File: src/rtl/ctrl_pipe_unit_if.sv
// Control-pipe bundle between the IF/ID register, this decoder and the datapath stage registers.
// The slave side is the decoder; the master side drives the ID fields and consumes per-stage control.
interface ctrl_pipe_unit_if #(
  parameter int ALUOP_W = 4,
  parameter int RA_W    = 5
);
  logic               InValid;
  logic [5:0]         Instruction;
  logic [5:0]         Function;
  logic [RA_W-1:0]    Rs;
  logic [RA_W-1:0]    Rt;
  logic [RA_W-1:0]    Rd;
  logic               Flush;
  logic               Stall;
  logic               IllegalOp;
  logic               ExValid, ExRegDst, ExBranch, ExMemRead, ExMemtoReg, ExMemWrite;
  logic               ExALUSrc, ExRegWrite, ExJump, ExJumpReg, ExLink;
  logic [ALUOP_W-1:0] ExALUOp;
  logic [RA_W-1:0]    ExDst;
  logic               MemValid, MemMemRead, MemMemWrite, MemRegWrite, MemMemtoReg;
  logic [RA_W-1:0]    MemDst;
  logic               WbValid, WbRegWrite, WbMemtoReg;
  logic [RA_W-1:0]    WbDst;

  modport master (
    output InValid, Instruction, Function, Rs, Rt, Rd, Flush,
    input  Stall, IllegalOp,
    input  ExValid, ExRegDst, ExBranch, ExMemRead, ExMemtoReg, ExMemWrite,
    input  ExALUSrc, ExRegWrite, ExJump, ExJumpReg, ExLink, ExALUOp, ExDst,
    input  MemValid, MemMemRead, MemMemWrite, MemRegWrite, MemMemtoReg, MemDst,
    input  WbValid, WbRegWrite, WbMemtoReg, WbDst
  );

  modport slave (
    input  InValid, Instruction, Function, Rs, Rt, Rd, Flush,
    output Stall, IllegalOp,
    output ExValid, ExRegDst, ExBranch, ExMemRead, ExMemtoReg, ExMemWrite,
    output ExALUSrc, ExRegWrite, ExJump, ExJumpReg, ExLink, ExALUOp, ExDst,
    output MemValid, MemMemRead, MemMemWrite, MemRegWrite, MemMemtoReg, MemDst,
    output WbValid, WbRegWrite, WbMemtoReg, WbDst
  );
endinterface

File: src/rtl/ctrl_pipe_unit.sv
// Pipelined control decoder: ID decode into ID/EX, carried through EX/MEM and MEM/WB, with load-use stall.
// Optional sticky illegal-decode trap when CTRL_ILLEGAL_TRAP_EN is defined; otherwise IllegalOp is 0.
module ctrl_pipe_unit #(
  parameter int ALUOP_W  = 4,
  parameter int RA_W     = 5,
  parameter int LINK_REG = 31
) (
  input  logic                 Clk,
  input  logic                 Rst,
  ctrl_pipe_unit_if.slave      bus
);

  localparam logic [5:0] OP_RTYPE = 6'd0;
  localparam logic [5:0] OP_J     = 6'd2;
  localparam logic [5:0] OP_JAL   = 6'd3;
  localparam logic [5:0] OP_BEQ   = 6'd4;
  localparam logic [5:0] OP_ADDI  = 6'd8;
  localparam logic [5:0] OP_ANDI  = 6'd12;
  localparam logic [5:0] OP_ORI   = 6'd13;
  localparam logic [5:0] OP_LW    = 6'd35;
  localparam logic [5:0] OP_SW    = 6'd43;

  localparam logic [5:0] FN_SLL   = 6'd0;
  localparam logic [5:0] FN_JR    = 6'd8;
  localparam logic [5:0] FN_ADD   = 6'd32;
  localparam logic [5:0] FN_AND   = 6'd36;
  localparam logic [5:0] FN_NOR   = 6'd39;
  localparam logic [5:0] FN_SLT   = 6'd42;

  localparam logic [3:0] ALU_AND  = 4'd0;
  localparam logic [3:0] ALU_OR   = 4'd1;
  localparam logic [3:0] ALU_ADD  = 4'd2;
  localparam logic [3:0] ALU_SLL  = 4'd3;
  localparam logic [3:0] ALU_SUB  = 4'd6;
  localparam logic [3:0] ALU_SLT  = 4'd7;
  localparam logic [3:0] ALU_NOR  = 4'd12;

  typedef struct packed {
    logic               valid;
    logic               regdst;
    logic               branch;
    logic               memread;
    logic               memtoreg;
    logic               memwrite;
    logic               alusrc;
    logic               regwrite;
    logic               jump;
    logic               jumpreg;
    logic               link;
    logic [ALUOP_W-1:0] aluop;
    logic [RA_W-1:0]    dst;
  } ex_t;

  typedef struct packed {
    logic            valid;
    logic            memread;
    logic            memwrite;
    logic            regwrite;
    logic            memtoreg;
    logic [RA_W-1:0] dst;
  } mem_t;

  typedef struct packed {
    logic            valid;
    logic            regwrite;
    logic            memtoreg;
    logic [RA_W-1:0] dst;
  } wb_t;

  ex_t  dec;
  logic legal;
  logic hazard;
  ex_t  ex_q;
  mem_t mem_q;
  wb_t  wb_q;

  always_comb begin
    dec   = '0;
    legal = 1'b1;
    case (bus.Instruction)
      OP_RTYPE: begin
        dec.regdst   = 1'b1;
        dec.regwrite = 1'b1;
        case (bus.Function)
          FN_ADD: dec.aluop = ALUOP_W'(ALU_ADD);
          FN_AND: dec.aluop = ALUOP_W'(ALU_AND);
          FN_SLT: dec.aluop = ALUOP_W'(ALU_SLT);
          FN_NOR: dec.aluop = ALUOP_W'(ALU_NOR);
          FN_SLL: dec.aluop = ALUOP_W'(ALU_SLL);
          FN_JR: begin
            dec.jumpreg  = 1'b1;
            dec.regwrite = 1'b0;
          end
          default: legal = 1'b0;
        endcase
      end
      OP_ADDI: begin
        dec.alusrc   = 1'b1;
        dec.regwrite = 1'b1;
        dec.aluop    = ALUOP_W'(ALU_ADD);
      end
      OP_ANDI: begin
        dec.alusrc   = 1'b1;
        dec.regwrite = 1'b1;
        dec.aluop    = ALUOP_W'(ALU_AND);
      end
      OP_ORI: begin
        dec.alusrc   = 1'b1;
        dec.regwrite = 1'b1;
        dec.aluop    = ALUOP_W'(ALU_OR);
      end
      OP_LW: begin
        dec.alusrc   = 1'b1;
        dec.memread  = 1'b1;
        dec.memtoreg = 1'b1;
        dec.regwrite = 1'b1;
        dec.aluop    = ALUOP_W'(ALU_ADD);
      end
      OP_SW: begin
        dec.alusrc   = 1'b1;
        dec.memwrite = 1'b1;
        dec.aluop    = ALUOP_W'(ALU_ADD);
      end
      OP_BEQ: begin
        dec.branch = 1'b1;
        dec.aluop  = ALUOP_W'(ALU_SUB);
      end
      OP_J:   dec.jump = 1'b1;
      OP_JAL: begin
        dec.jump     = 1'b1;
        dec.link     = 1'b1;
        dec.regwrite = 1'b1;
        dec.aluop    = ALUOP_W'(ALU_ADD);
      end
      default: legal = 1'b0;
    endcase
    dec.valid = 1'b1;
    // Writeless instructions carry Dst=0 so the hazard compare ignores them.
    if (!dec.regwrite)   dec.dst = '0;
    else if (dec.link)   dec.dst = RA_W'(LINK_REG);
    else if (dec.regdst) dec.dst = bus.Rd;
    else                 dec.dst = bus.Rt;
  end

  assign hazard = ex_q.valid && ex_q.memread && (ex_q.dst != '0) &&
                  ((ex_q.dst == bus.Rs) || (ex_q.dst == bus.Rt)) && bus.InValid;

  assign bus.Stall = hazard && !bus.Flush;

  always_ff @(posedge Clk) begin
    if (Rst) begin
      ex_q  <= '0;
      mem_q <= '0;
      wb_q  <= '0;
    end else begin
      if (bus.Flush || hazard || !bus.InValid || !legal) ex_q <= '0;
      else                                               ex_q <= dec;
      mem_q <= '{valid: ex_q.valid, memread: ex_q.memread, memwrite: ex_q.memwrite,
                 regwrite: ex_q.regwrite, memtoreg: ex_q.memtoreg, dst: ex_q.dst};
      wb_q  <= '{valid: mem_q.valid, regwrite: mem_q.regwrite,
                 memtoreg: mem_q.memtoreg, dst: mem_q.dst};
    end
  end

`ifdef CTRL_ILLEGAL_TRAP_EN
  logic illegal_q;

  always_ff @(posedge Clk) begin
    if (Rst) illegal_q <= 1'b0;
    else if (bus.InValid && !legal && !bus.Flush && !hazard) illegal_q <= 1'b1;
  end

  assign bus.IllegalOp = illegal_q;
`else
  assign bus.IllegalOp = 1'b0;
`endif

  assign bus.ExValid    = ex_q.valid;
  assign bus.ExRegDst   = ex_q.regdst;
  assign bus.ExBranch   = ex_q.branch;
  assign bus.ExMemRead  = ex_q.memread;
  assign bus.ExMemtoReg = ex_q.memtoreg;
  assign bus.ExMemWrite = ex_q.memwrite;
  assign bus.ExALUSrc   = ex_q.alusrc;
  assign bus.ExRegWrite = ex_q.regwrite;
  assign bus.ExJump     = ex_q.jump;
  assign bus.ExJumpReg  = ex_q.jumpreg;
  assign bus.ExLink     = ex_q.link;
  assign bus.ExALUOp    = ex_q.aluop;
  assign bus.ExDst      = ex_q.dst;

  assign bus.MemValid    = mem_q.valid;
  assign bus.MemMemRead  = mem_q.memread;
  assign bus.MemMemWrite = mem_q.memwrite;
  assign bus.MemRegWrite = mem_q.regwrite;
  assign bus.MemMemtoReg = mem_q.memtoreg;
  assign bus.MemDst      = mem_q.dst;

  assign bus.WbValid    = wb_q.valid;
  assign bus.WbRegWrite = wb_q.regwrite;
  assign bus.WbMemtoReg = wb_q.memtoreg;
  assign bus.WbDst      = wb_q.dst;

endmodule
File: src/flat_wrapper.sv
// flat-port wrapper written by rule: the top's interface ports become plain ports
module ctrl_pipe_unit_flat 
#(
  parameter int ALUOP_W  = 4,
  parameter int RA_W     = 5,
  parameter int LINK_REG = 31
)
  (Clk, Rst, bus_InValid, bus_Instruction, bus_Function, bus_Rs, bus_Rt, bus_Rd, bus_Flush, bus_Stall, bus_IllegalOp, bus_ExValid, bus_ExRegDst, bus_ExBranch, bus_ExMemRead, bus_ExMemtoReg, bus_ExMemWrite, bus_ExALUSrc, bus_ExRegWrite, bus_ExJump, bus_ExJumpReg, bus_ExLink, bus_ExALUOp, bus_ExDst, bus_MemValid, bus_MemMemRead, bus_MemMemWrite, bus_MemRegWrite, bus_MemMemtoReg, bus_MemDst, bus_WbValid, bus_WbRegWrite, bus_WbMemtoReg, bus_WbDst);
  ctrl_pipe_unit_if #(.ALUOP_W(ALUOP_W), .RA_W(RA_W)) bus_i ();
  input  logic Clk;
  input  logic Rst;
  input wire logic [$bits(bus_i.InValid)-1:0] bus_InValid;
  input wire logic [$bits(bus_i.Instruction)-1:0] bus_Instruction;
  input wire logic [$bits(bus_i.Function)-1:0] bus_Function;
  input wire logic [$bits(bus_i.Rs)-1:0] bus_Rs;
  input wire logic [$bits(bus_i.Rt)-1:0] bus_Rt;
  input wire logic [$bits(bus_i.Rd)-1:0] bus_Rd;
  input wire logic [$bits(bus_i.Flush)-1:0] bus_Flush;
  output wire logic [$bits(bus_i.Stall)-1:0] bus_Stall;
  output wire logic [$bits(bus_i.IllegalOp)-1:0] bus_IllegalOp;
  output wire logic [$bits(bus_i.ExValid)-1:0] bus_ExValid;
  output wire logic [$bits(bus_i.ExRegDst)-1:0] bus_ExRegDst;
  output wire logic [$bits(bus_i.ExBranch)-1:0] bus_ExBranch;
  output wire logic [$bits(bus_i.ExMemRead)-1:0] bus_ExMemRead;
  output wire logic [$bits(bus_i.ExMemtoReg)-1:0] bus_ExMemtoReg;
  output wire logic [$bits(bus_i.ExMemWrite)-1:0] bus_ExMemWrite;
  output wire logic [$bits(bus_i.ExALUSrc)-1:0] bus_ExALUSrc;
  output wire logic [$bits(bus_i.ExRegWrite)-1:0] bus_ExRegWrite;
  output wire logic [$bits(bus_i.ExJump)-1:0] bus_ExJump;
  output wire logic [$bits(bus_i.ExJumpReg)-1:0] bus_ExJumpReg;
  output wire logic [$bits(bus_i.ExLink)-1:0] bus_ExLink;
  output wire logic [$bits(bus_i.ExALUOp)-1:0] bus_ExALUOp;
  output wire logic [$bits(bus_i.ExDst)-1:0] bus_ExDst;
  output wire logic [$bits(bus_i.MemValid)-1:0] bus_MemValid;
  output wire logic [$bits(bus_i.MemMemRead)-1:0] bus_MemMemRead;
  output wire logic [$bits(bus_i.MemMemWrite)-1:0] bus_MemMemWrite;
  output wire logic [$bits(bus_i.MemRegWrite)-1:0] bus_MemRegWrite;
  output wire logic [$bits(bus_i.MemMemtoReg)-1:0] bus_MemMemtoReg;
  output wire logic [$bits(bus_i.MemDst)-1:0] bus_MemDst;
  output wire logic [$bits(bus_i.WbValid)-1:0] bus_WbValid;
  output wire logic [$bits(bus_i.WbRegWrite)-1:0] bus_WbRegWrite;
  output wire logic [$bits(bus_i.WbMemtoReg)-1:0] bus_WbMemtoReg;
  output wire logic [$bits(bus_i.WbDst)-1:0] bus_WbDst;
  assign bus_i.InValid = bus_InValid;
  assign bus_i.Instruction = bus_Instruction;
  assign bus_i.Function = bus_Function;
  assign bus_i.Rs = bus_Rs;
  assign bus_i.Rt = bus_Rt;
  assign bus_i.Rd = bus_Rd;
  assign bus_i.Flush = bus_Flush;
  assign bus_Stall = bus_i.Stall;
  assign bus_IllegalOp = bus_i.IllegalOp;
  assign bus_ExValid = bus_i.ExValid;
  assign bus_ExRegDst = bus_i.ExRegDst;
  assign bus_ExBranch = bus_i.ExBranch;
  assign bus_ExMemRead = bus_i.ExMemRead;
  assign bus_ExMemtoReg = bus_i.ExMemtoReg;
  assign bus_ExMemWrite = bus_i.ExMemWrite;
  assign bus_ExALUSrc = bus_i.ExALUSrc;
  assign bus_ExRegWrite = bus_i.ExRegWrite;
  assign bus_ExJump = bus_i.ExJump;
  assign bus_ExJumpReg = bus_i.ExJumpReg;
  assign bus_ExLink = bus_i.ExLink;
  assign bus_ExALUOp = bus_i.ExALUOp;
  assign bus_ExDst = bus_i.ExDst;
  assign bus_MemValid = bus_i.MemValid;
  assign bus_MemMemRead = bus_i.MemMemRead;
  assign bus_MemMemWrite = bus_i.MemMemWrite;
  assign bus_MemRegWrite = bus_i.MemRegWrite;
  assign bus_MemMemtoReg = bus_i.MemMemtoReg;
  assign bus_MemDst = bus_i.MemDst;
  assign bus_WbValid = bus_i.WbValid;
  assign bus_WbRegWrite = bus_i.WbRegWrite;
  assign bus_WbMemtoReg = bus_i.WbMemtoReg;
  assign bus_WbDst = bus_i.WbDst;
  ctrl_pipe_unit #(.ALUOP_W(ALUOP_W), .RA_W(RA_W), .LINK_REG(LINK_REG)) u_core (.Clk(Clk), .Rst(Rst), .bus(bus_i));
endmodule
File: config.mk
export PLATFORM = sky130hd
export DESIGN_NAME = ctrl_pipe_unit_flat
export DESIGN_NICKNAME = d
export VERILOG_FILES = /design/src/rtl/ctrl_pipe_unit_if.sv /design/src/rtl/ctrl_pipe_unit.sv /design/src/flat_wrapper.sv
export SDC_FILE = /design/constraint.sdc
export NUM_CORES = 1
export LEC_CHECK = 0
export ABC_CLOCK_PERIOD_IN_PS = 4200
export BUFFER_PORTS_ARGS = -buffer_cell sky130_fd_sc_hd__buf_2
export CAP_MARGIN = 20
export CORE_UTILIZATION = 50
export CTS_BUF_LIST = sky130_fd_sc_hd__clkbuf_8 sky130_fd_sc_hd__clkbuf_16
export DETAILED_ROUTE_END_ITERATION = 16
export MAX_ROUTING_LAYER = met4
export PLACE_DENSITY = 0.92
export SYNTH_ARGS = -nofsm -noshare
export SYNTH_HDL_FRONTEND = slang
export SYNTH_SLANG_ARGS = --single-unit
File: constraint.sdc
create_clock -name Clk -period 4.2 [get_ports Clk]
set_clock_uncertainty 0.15 [all_clocks]
set_input_delay 0.42 -clock Clk [delete_from_list [all_inputs] [get_ports Clk]]
set_output_delay 0.42 -clock Clk [all_outputs]
set_load 0.05 [all_outputs]
# Word-level counts from Yosys, hierarchy flattened
# Index checks and enable logic that the tools add are counted.
# word_totals
latch_bits	0
romBits	0
register_bits	38
n_memories	0
mem_bits_rw	0
# op_classes
n_addsub	0
eq_ne	15
n_lt_le_gt_ge	0
div_mod_pow	0
mux	19
n_mul	0
n_shift	0
bitwise_logic	2
n_reduce_logical	24
# ops
operator	n
6-bit equality test, second input constant	6
4-bit case mux with 4 select lines	2
6-bit by 4-bit equality test with 1-bit output, second input constant	4
20-bit two-way mux	1
5-bit two-way mux	3
6-bit by 2-bit equality test with 1-bit output, second input constant	2
6-bit logical NOT	2
5-bit equality test	2
1-bit two-way mux	10
5-bit OR reduction	2
8-bit OR reduction	1
6-bit by 3-bit equality test with 1-bit output, second input constant	1
3-bit OR reduction	2
6-bit OR reduction	1
1-bit logical AND	5
5-bit nonzero test	1
1-bit logical OR	4
1-bit case mux with 2 select lines	2
2-bit OR reduction	2
4-bit OR reduction	1
1-bit logical NOT	3
2-bit two-way mux	1
1-bit NOT	2

# Depth between registers and ports, before layout
# logic_depth
ltp_word	8
ltp_mapped	7

# Worst setup path before layout
# Ideal clock, no wire load.
# synth_timing
path_kind	flip-flop to output port
startpoint	register u_core.ex_q (netlist bit u_core.bus.ExDst[1])
endpoint	output port bus_Stall
n_path_buf	0
stages_incl_launch_ff	5
t_arrival_ns	2.313
slack_ns	1.317
path_cell_list	dfxtp_1 > xor2_1 > nor3_2 > a22oi_1 > nor3_1
# synth_between
elab_chain_cells	5
word_cells_on_any_way	8
# synth_lines
element	line	text
from (decl)	ctrl_pipe_unit.sv:73	ex_t ex_q;
from (signal assigned)	ctrl_pipe_unit.sv:152	ex_q <= '0;
from (signal assigned)	ctrl_pipe_unit.sv:156	if (bus.Flush || hazard || !bus.InValid || !legal) ex_q <= '0;
from (signal assigned)	ctrl_pipe_unit.sv:157	else ex_q <= dec;
5-bit equality test or 5-bit nonzero test (tied branches)	ctrl_pipe_unit.sv:146, ctrl_pipe_unit.sv:145	
1-bit logical OR or 1-bit logical AND (tied branches)	ctrl_pipe_unit.sv:146, ctrl_pipe_unit.sv:145	
1-bit logical AND (*)	ctrl_pipe_unit.sv:145	assign hazard = ex_q.valid && ex_q.memread && (ex_q.dst != '0) &&
1-bit logical AND (*)	ctrl_pipe_unit.sv:146	((ex_q.dst == bus.Rs) || (ex_q.dst == bus.Rt)) && bus.InValid;
1-bit logical AND (*)	ctrl_pipe_unit.sv:148	assign bus.Stall = hazard && !bus.Flush;
to (decl)	flat_wrapper.sv:19	output wire logic [$bits(bus_i.Stall)-1:0] bus_Stall;
# Mark *: on every way between the ends. The rest lies on a longest branch, timed or not.

# Worst setup path in the final report
# Same ends and word-level chain as after synthesis.

==> out/qor.csv <==
metric,value,unit
status,completed,
post-synthesis compound-gate area fraction,13.4,%
detailed placement HPWL,2450,µm
max_cap viols,0,
grt ovf,0,
clk slew on worst S/H paths,0.07,ns
worst-path fanout max,5,
CTS buffer count,5,
simple-gate share of the synthesized area,26.1,%
mapped cell area,1590,µm²
Register-to-Register Path Depth,5,
CTS Hold Bufs,0,
CTS max path bufs,2,
DRC Markers,0,
Synth cell types,44,
Critical Path Sink Type,output pin,
initial antenna violation count,0,
Slew headroom,61.9,%
arrival time at the worst endpoint,1.86,ns
# setup viols final,0,
R2R Setup Slk,2.20,ns
hold crit path type,primary input to register,
worst r2r dst,u_core.bus.ExDst[3],
Hold Path Sink,u_core.bus.ExMemtoReg,
row count,20,
worst-margin pin slew,0.570,ns
Max Slew Vio Count,0,
# nets final,255,
Die W,58.4,µm
"Core Util, Final",67.2,%
I/O pin count,71,
Starting Density,52.6,%
TritonCTS clock tree,done,
Max Freq,412,MHz
Tmin final,2.43,ns
ANT nets after route,0,
clock root buffer,clkbuf_8,
Tcrit/Tclk final,57.8,%
Worst Path Required,3.63,ns
setup ws final,1.77,ns
Yosys warning count,0,
adder-cell share of the synthesized area,0,%
largest cells by area after synthesis,"dfxtp_1 (45%), nor2b_1 (7.1%), xor2_1 (5.5%)",
clk sink count,36,
first drt pass iteration count,4,
Max IR drop VDD,0.000208,V
kind of critical path,register to output pin,
Synth Area per Inst,10.1,µm²
mux contribution to synthesized area,3.77,%
Vias,1357,
RSZ-0062 raised after global routing,false,
worst hold path depth,2,
largest family of logic cells by synthesized area,simple AND/OR/NAND/NOR gates,
total power,0.732,mW
htree depth,2,
Port Buf Inserts,69,
dpl ws,1.94,ns
ANT cells,0,
DRT Wirelength,3250,µm
GP Congestion,0.890,
Power Density,359,nW/µm²
number of synthesized register bits,36,
XOR/XNOR Fraction of Synth Area,5.50,%
global-route wire length before repair,5410,µm
"Hold Vio Cnt, Final",0,
startpoint types,register,
via/cell ratio,5.04,
wire per inst,12.1,µm
Yosys top cell by area,dfxtp_1,
share of cells above drive strength 1,40.9,%
register area share after synthesis,45.3,%
RR Startpoint,u_core.bus.ExDst[1],
largest net degree at the start of global routing,19,
Post CTS Setup Buffer Count,0,
HP Start,bus_Instruction[3],
Synth Net Count,188,
total negative slack,0,ns
share of the synthesized area in the top cell type,45.3,%
total track usage,21.7,%
area grow syn2layout,27.9,%
DR iter-0 viols,52,
Die Y,58.4,µm
vias in the first global route,1263,
# fillers,255,
core area,3030,µm²
leakage,0.979,nW
post-CTS sizing,0,
post-synthesis cell count,157,
clk_lat worst skew,0.29,ns
overall die area,3410,µm²
-- synth_stat cells, drive strengths merged --
cell      n
dfxtp    36
nor2b    18
nor2     15
xor2     10
buf       8
nand2     8
nor3      8
a211oi    6
mux2i     6
o21ai     6
nor4      4
nor3b     3
a21oi     2
a22oi     2
inv       2
nand3     2
nand4     2
or4       2
a2111oi   1
and2      1
and2b     1
and3      1
and3b     1
clkbuf    1
conb      1
nand2b    1
nand4b    1
o2111a    1
o2111ai   1
o211ai    1
o221ai    1
o22ai     1
o31a      1
o32a      1
or3       1
-- cells by family after synthesis --
kind of cell / Yosys count
AOI/OAI and AO/OA: 24
xor gates and xnor gates: 10
buffers and inverters: 11
DFF: 36
muxes: 6
other: 1
and+or+nand+nor: 69
-- cells in the final DEF (no fill, tap or decap), types with 3 or more instances in the layout --
cell	Yosys	routed
buf_2	0	69
o21ai_0	4	4
nor3_1	6	6
nor4_1	3	3
xor2_1	10	10
nor2b_1	18	18
nor2_1	15	15
a211oi_1	5	5
clkbuf_8	0	7
nand2_1	7	7
dfxtp_1	36	36
mux2i_1	6	6
-- power by group --
group	total, mW	leakage [nW]	internal [mW]	switching (mW)
combinational	0.0615	0.625	0.0237	0.0378
sequential	0.342	0.290	0.342	0.000386
clock	0.328	0.0645	0.209	0.118
total	0.732	0.979	0.575	0.157
-- stage by stage --
step	instances	instance area [µm²]	hold WS (ns)
6_report	269	2040	0.292
5_1_grt	269	2040	0.307
4_1_cts	269	2040	0.286
3_5_place_dp	261	1910	0.307
3_3_place_gp	261	1910	0.295
2_1_floorplan	157	1590	0.342
-- worst max path at each step --
stage,cells after the start,end,start
6_report,5,bus_Stall,u_core.bus.ExDst[1]
5_1_grt,5,bus_Stall,u_core.bus.ExDst[1]
4_1_cts,5,bus_Stall,u_core.bus.ExDst[1]
3_5_place_dp,6,u_core.bus.ExDst[3],bus_Instruction[4]
3_3_place_gp,6,u_core.bus.ExDst[2],bus_Instruction[4]
2_1_floorplan,4,bus_Stall,u_core.bus.ExDst[1]
-- critical path: stages, from the launching register on --
cell and delay [ns]:
dfxtp_1 0.51, xor2_1 0.22, nor3_2 0.07, a22oi_1 0.43, nor3_1 0.11, buf_2 0.23
-- layout make-up --
| type | instances | area [µm²] | area share (%) |
|---|---|---|---|
| clock inverters | 1 | 30.0 | 1.48 |
| clock buffers | 7 | 96.3 | 4.73 |
| repair buffers | 69 | 345 | 17.0 |
| flip-flops and latches | 36 | 721 | 35.4 |
| well taps | 44 | 55.1 | 2.70 |
| inverters | 2 | 7.51 | 0.369 |
| multi-input cells | 110 | 781 | 38.4 |
-- routing by layer --
metal	part of all wire [%]	routed length, µm	GRT usage, %
met5	0	0	-
met4	2.1	67	8.84
met3	7.4	240	7.47
met2	45	1480	34.8
met1	45	1470	24.7
-- flip-flops by register name (all words and copies together) (netlist names), 4 cells and up --
register / cells
u_core.bus.MemDst: 5
u_core.bus.ExALUOp: 4
u_core.bus.ExDst: 5
u_core.bus.WbDst: 5
Power figures use the tool's default switching activity.
